## src/rtl/muldiv_sequencer.sv

```systemverilog
// muldiv_sequencer: multi-cycle mult/div engine that owns the HI/LO pair.
// Ports: start/is_mult/is_unsigned/a/b issue, wr_* mthi/mtlo,
//        rd_* mfhi/mflo, rdata/hi/lo data, busy/stall/done/div_by_zero.
module muldiv_sequencer #(
    parameter int XLEN  = 32,
    parameter int CNT_W = 5
) (
    input  logic            clk,
    input  logic            rst,
    input  logic            start,
    input  logic            is_mult,
    input  logic            is_unsigned,
    input  logic [XLEN-1:0] a,
    input  logic [XLEN-1:0] b,
    input  logic            wr_en,
    input  logic            wr_hi,
    input  logic [XLEN-1:0] wr_data,
    input  logic            rd_req,
    input  logic            rd_hi,
    output logic [XLEN-1:0] rdata,
    output logic            busy,
    output logic            stall,
    output logic            done,
    output logic            div_by_zero,
    output logic [XLEN-1:0] hi,
    output logic [XLEN-1:0] lo
);

    typedef enum logic [1:0] {
        IDLE,
        CALC,
        FIX
    } state_t;

    localparam logic [CNT_W-1:0] LAST = CNT_W'(XLEN - 1);

    state_t state, state_nxt;

    logic [CNT_W-1:0]  count;
    logic              op_mult;
    logic              neg_q;
    logic              neg_r;
    logic              dz;
    logic [XLEN-1:0]   a_orig;
    logic [XLEN-1:0]   mcand;
    logic [XLEN-1:0]   quo;
    logic [XLEN:0]     rem;
    logic [2*XLEN-1:0] acc;

    logic              accept;
    logic              signed_op;
    logic [XLEN-1:0]   a_abs;
    logic [XLEN-1:0]   b_abs;
    logic [XLEN:0]     add_sum;
    logic [2*XLEN-1:0] acc_nxt;
    logic [XLEN:0]     rem_sh;
    logic [XLEN:0]     rem_diff;
    logic              q_bit;

    assign busy      = (state != IDLE);
    assign stall     = busy & (start | wr_en | rd_req);
    assign rdata     = rd_hi ? hi : lo;
    assign accept    = (state == IDLE) & start;
    assign signed_op = ~is_unsigned;
    assign a_abs     = (signed_op & a[XLEN-1]) ? -a : a;
    assign b_abs     = (signed_op & b[XLEN-1]) ? -b : b;

    // Shift-add: upper half gains the multiplicand when the
    // current multiplier bit (acc LSB) is set, then all shifts right.
    assign add_sum = {1'b0, acc[2*XLEN-1:XLEN]}
                   + {1'b0, (acc[0] ? mcand : '0)};
    assign acc_nxt = {add_sum, acc[XLEN-1:1]};

    // Restoring divide: remainder stays below the divisor, so the
    // XLEN+1 bit difference has a trustworthy sign bit.
    assign rem_sh   = {rem[XLEN-1:0], quo[XLEN-1]};
    assign rem_diff = rem_sh - {1'b0, mcand};
    assign q_bit    = ~rem_diff[XLEN];

    always_comb begin
        state_nxt = state;
        unique case (state)
            IDLE: if (start) state_nxt = CALC;
            CALC: if (count == LAST) state_nxt = FIX;
            FIX:  state_nxt = IDLE;
            default: state_nxt = IDLE;
        endcase
    end

    always_ff @(posedge clk or negedge rst) begin
        if (!rst) state <= IDLE;
        else      state <= state_nxt;
    end

    always_ff @(posedge clk or negedge rst) begin
        if (!rst) begin
            count   <= '0;
            op_mult <= 1'b0;
            neg_q   <= 1'b0;
            neg_r   <= 1'b0;
            dz      <= 1'b0;
            a_orig  <= '0;
            mcand   <= '0;
            quo     <= '0;
            rem     <= '0;
            acc     <= '0;
        end else if (accept) begin
            count   <= '0;
            op_mult <= is_mult;
            neg_q   <= signed_op & (a[XLEN-1] ^ b[XLEN-1]);
            neg_r   <= signed_op & a[XLEN-1];
            dz      <= ~is_mult & (b == '0);
            a_orig  <= a;
            mcand   <= b_abs;
            quo     <= a_abs;
            rem     <= '0;
            acc     <= {{XLEN{1'b0}}, a_abs};
        end else if (state == CALC) begin
            count <= count + 1'b1;
            if (op_mult) begin
                acc <= acc_nxt;
            end else begin
                rem <= q_bit ? rem_diff : rem_sh;
                quo <= {quo[XLEN-2:0], q_bit};
            end
        end
    end

    always_ff @(posedge clk or negedge rst) begin
        if (!rst) begin
            hi          <= '0;
            lo          <= '0;
            done        <= 1'b0;
            div_by_zero <= 1'b0;
        end else begin
            done        <= (state == FIX);
            div_by_zero <= (state == FIX) & dz;
            if (state == FIX) begin
                if (op_mult) begin
                    {hi, lo} <= neg_q ? -acc : acc;
                end else if (dz) begin
                    hi <= a_orig;
                    lo <= '1;
                end else begin
                    lo <= neg_q ? -quo : quo;
                    hi <= neg_r ? -rem[XLEN-1:0] : rem[XLEN-1:0];
                end
            end else if (state == IDLE && wr_en && !start) begin
                if (wr_hi) hi <= wr_data;
                else       lo <= wr_data;
            end
        end
    end

endmodule

```

## config.mk

```make
export PLATFORM = sky130hd
export DESIGN_NAME = muldiv_sequencer
export DESIGN_NICKNAME = d
export VERILOG_FILES = /design/src/rtl/muldiv_sequencer.sv
export SDC_FILE = /design/constraint.sdc
export NUM_CORES = 1
export LEC_CHECK = 0
export CAP_MARGIN = 20
export CORE_AREA = 3 3 179 181
export CTS_BUF_LIST = sky130_fd_sc_hd__clkbuf_4 sky130_fd_sc_hd__clkbuf_8
export CTS_CLUSTER_DIAMETER = 30
export DETAILED_ROUTE_END_ITERATION = 8
export DIE_AREA = 0 0 182 184
export HOLD_SLACK_MARGIN = 0.1
export PLACE_DENSITY = 0.88
export SLEW_MARGIN = 20
export SYNTH_ARGS = -nofsm -noshare
export SYNTH_HDL_FRONTEND = slang
export SYNTH_SLANG_ARGS = --single-unit
export TNS_END_PERCENT = 1
```

## constraint.sdc

```tcl
create_clock -name clk -period 5.3 [get_ports clk]
set_input_delay 1.06 -clock clk [delete_from_list [all_inputs] [get_ports clk]]
set_output_delay 1.06 -clock clk [all_outputs]
set_load 0.01 [all_outputs]
```

# Yosys cells after proc, flatten, opt, wreduce, memory -nomap -nowiden
# Index checks and enable logic that the tools add are counted.
# word_totals
reg_bits	269
wordCells	90
output_inout_bits	100
in_bits	105
# classes
n_reduce_logical	15
mux	32
bitwise_logic	13
add_sub_neg	8
eq_ne	7
# ops
operator	n
two-way mux 32 bit	23
two-way mux 64 bit	4
negation 32 bit	4
negation 64 bit	1
adder 32 x 32 -> 33 bit	1
subtractor 33 x 32 -> 33 bit	1
logical NOT 32 bit	1
two-way mux 5 bit	2
AND reduction 2 bit	5
nonzero test 2 bit	5
bitwise AND 1 bit	7
adder 5 x 1 -> 5 bit, second input constant	1
== test 5 bit, second input constant	1
two-way mux 2 bit	2
!= test 2 x 1 -> 1 bit, second input constant	2
!= test 2 bit, second input constant	2
case mux 2 bit (2 select lines)	1
inverter 1 bit	3
== test 2 x 1 -> 1 bit, second input constant	1
== test 2 bit, second input constant	1
logical AND 1 bit	2
logical NOT 2 bit	1
bitwise OR 1 bit	2
logical NOT 1 bit	1
bitwise XOR 1 bit	1

# Longest topological paths before layout
# depth
ltp_word	5
ltp_mapped	15
mapped_depth_nobuf	14

# Least setup slack after synthesis
# No wires, ideal clock.
# synth_timing
path_kind	input to register
startpoint	input b[8]
endpoint	register mcand[28]
cell_stages	8
required_time_ps	5167
setup_ps	133
n_path_buf	0
path_slack_ps	2100
arrival_time_ps	3066
path_cell_list	or4_1 > or4_1 > nor2_1 > nand2_1 > nor4_1 > a31oi_1 > xnor2_1 > o21ai_0
# synth_between
elab_chain_cells	2
# synth_lines
element	line_no	text
start: declaration	14	input logic [XLEN-1:0] b,
negation 32 bit	66	assign b_abs = (signed_op & b[XLEN-1]) ? -b : b;
two-way mux 32 bit	66	
end signal: assignment	114	mcand <= b_abs;
end: declaration	45	logic [XLEN-1:0] mcand;
# Every way passes these cells.
# A chain may end at the register's enable or synchronous reset.

# Final worst setup path
# layout_timing
startpoint	register quo[31]
endpoint	register rem[3]
# layout_between
elab_chain_cells	5
# layout_lines
element	line_no	text
start: declaration	46	logic [XLEN-1:0] quo;
start signal: assignment	115	quo <= a_abs;
start signal: assignment	124	quo <= {quo[XLEN-2:0], q_bit};
subtractor 33 x 32 -> 33 bit	77	assign rem_diff = rem_sh - {1'b0, mcand};
two-way mux 32 bit	123	rem <= q_bit ? rem_diff : rem_sh;
two-way mux 32 bit	120	if (op_mult) begin
two-way mux 32 bit	118	end else if (state == CALC) begin
two-way mux 32 bit	107	end else if (accept) begin
end signal: assignment	123	
end: declaration	47	logic [XLEN:0] rem;
# Every way passes these cells. The select of a mux whose other input is x is not followed.

==> reports/results.ini <==
[worst_setup_path]
crit_type = reg2reg
critical_path_arrival_ns = 4.73
worstRegToRegCells = 13
timing.rr.end = rem[3]
crit_path_top_delay_cell = o21ai_0
timing.rr.start = quo[31]
crit_required_ns = 5.81
cp_top_family = compound AO/OA/AOI/OAI gates
end_kind = flop
critical-path-max-stage-delay_ns = 0.45
path_common_cell = o21ai_1
cp_max_fo = 31
r2r_slack_ns = 1.08
startpoint_type = flop
path_cells = inv_1, ha_1, fa_1, nand2b_1, a21oi_1, o21ai_1, o21ai_0, a211oi_1, o21ai_1, xor2_4, buf_4, mux2_2, a22o_1
path_buf_inv = 2

[clock_network]
post_cts_buffers = 0
cts_hold_buf = 0
cts_root_buffer = clkbuf_8
cts.clk_slew.worst_paths_ns = 0.06
ctsLongestPathBuffers = 3
clk-insertion-delay-late_ns = 0.64
cts_tree = done
cts_resized = 0
cts_max_level = 2
cts_buffers = 61
cts_sinks = 269

[final_layout]
fin_cells = 2905
final_util_pct = 76.5
num_antenna_cells = 0
most-common-layout-cells = nand2_1, dfrtp_1, o21ai_0
layout-area-overhead-vs-synth_pct = 19.7
layout-drive-gt1-share_pct = 9.21
finalNetCount = 2636
layout_commonest_cell = nand2_1

[grt]
grt_pass1_wl_mm = 103
antenna_found_initial = 1
first_global_vias = 18300
overflow = 0
grt_max_degree = 102
grtUsageTotal_pct = 38.8

[logic_synthesis]
synthTopCellsByArea = dfrtp_1, nand2_1, xor2_1
synth.cell_area_um2 = 19500
synthXorXnorAreaFrac_pct = 10.4
synth.net_count = 2470
synth_fa_ha_area_share_pct = 4.75
ys_types = 85
synth_edf_count = 0
async_flop_share_pct = 100
synth_warnings = 0
yosysSeqAreaShare_pct = 34.4
synth_cells = 2292
synth_area_per_cell_um2 = 8.53
synth_top_area_share_pct = 34.4
yosysTopAreaCell = dfrtp_1
synth_top_family_by_area = compound AO/OA/AOI/OAI gates
muxShareOfSynthArea_pct = 8.41
ys_seq_elements = 269
synth-simple-area-share_pct = 17.1
ys.flop_type = dfrtp_1
synth_compound_area_share_pct = 21.1

[timing]
setup_tns_ns = 0
post-route-period-util_pct = 79.6
worst_pin_slew_ns = 1.11
rsz0062_at_grt = no
setup_violations = 0
post-route-min-period_ns = 4.22
maxSlewViolCount = 0
slew_headroom_pct = 26.2
finalHoldViolations = 0
fmax_mhz = 237
finalClockSkew_ns = 0.0317
hold_ws_ns = 0.476

[power]
ir_worst_vdd_uv = 571
p_leak_nw = 10.3
power.total_mw = 16.2
p_per_area_nw_per_um2 = 691

[routing]
vias = 19100
routed_wl_mm = 66.7
drt-vias-per-instance = 6.58
drc_errors = 0
detail-route-antenna-nets = 0
drtPass1Iterations = 7
drt_iter0_markers = 2375
wl_per_cell_um = 23.0

[floorplanning]
die_area_um2 = 33500
rows = 64
ios = 205
core-area_um2 = 30600
initial_core_util_pct = 63.9
die_w_um = 182
die_y_um = 184

[placement]
place.gp.congestion = 1.02
io_buffers = 204
dp_cells = 2791
dpl.hpwl_mm = 49.2

[flow_run]
drv_cap = 0

[outcome]
status = finished, final reports clean

[worst_hold_path]
hold_depth = 2
min-delay-start = mcand[6]
holdPathEnd = mcand[6]
min_path_type = reg2reg

-- cell usage after synthesis (29+ instances only) --
cell type  count
nand2_1      349
dfrtp_1      269
o21ai_0      231
nor2_1       153
xor2_1       142
mux2i_1      118
a21oi_1      113
clkbuf_1     108
xnor2_1       90
ha_1          71
inv_1         66
o31ai_1       47
nor3_1        44
mux2_2        40
a21o_1        33
a22oi_1       31
a221o_1       29
nand3_1       29
-- state kept, by name (all words and copies together), names as in the netlist, 2 cells and up --
register and count:
mcand 32, a_orig 32, acc 64, rem 32, count 5, lo 32, quo 32, state 2
hi 32
-- where the power goes --
| part | switching (mW) | total, mW | internal, mW | leakage (nW) |
|---|---|---|---|---|
| clock | 1.07 | 2.88 | 1.81 | 0.763 |
| combinational | 5.14 | 8.91 | 3.77 | 6.19 |
| sequential | 1.33 | 4.37 | 3.04 | 3.31 |
| total | 7.54 | 16.2 | 8.62 | 10.3 |
-- stage by stage --
step	setup WS, ns	cell area [µm²]
after floorplan	2.10	19500
final	1.08	23400
after global placement	1.30	21900
after CTS	1.14	23400
after global routing	0.909	23400
after detailed placement	1.15	21900
-- cell type report --
type	count	area (µm²)
clock buffers	82	1070
inverters	68	255
flip-flops and latches	269	6730
multi-input cells	1827	12100
clock inverters	32	457
fillers	2163	7200
repair buffers	231	2260
well taps	396	495
-- logic make-up after synthesis --
group,after synthesis
buf+inv,196
compound gates,643
flops,269
mux,159
simple gates,720
xor+xnor,232
fa+ha+maj,73
-- worst max-delay path by stage --
stage | start | to | slack, ns | cells past startpoint
floorplan | b[8] | mcand[28] | 2.10 | 8
global placement | b[8] | mcand[28] | 1.30 | 9
detailed placement | quo[31] | rem[3] | 1.15 | 13
CTS | quo[31] | rem[3] | 1.14 | 13
global route | quo[31] | rem[3] | 0.91 | 13
finish | quo[31] | rem[3] | 1.08 | 13
-- worst min-delay path, cell delays in order, from the launching register on --
cell	delay, ns
dfrtp_1	0.34
nand2_1	0.04
o21ai_0	0.06
-- per-layer routing --
layer  global-route usage, %  share of wire, %
met5                       0             0.016
met4                    17.8               5.4
met3                    9.81                11
met2                    63.0                46
met1                    49.1                37
(Power assumes the default switching activity.)
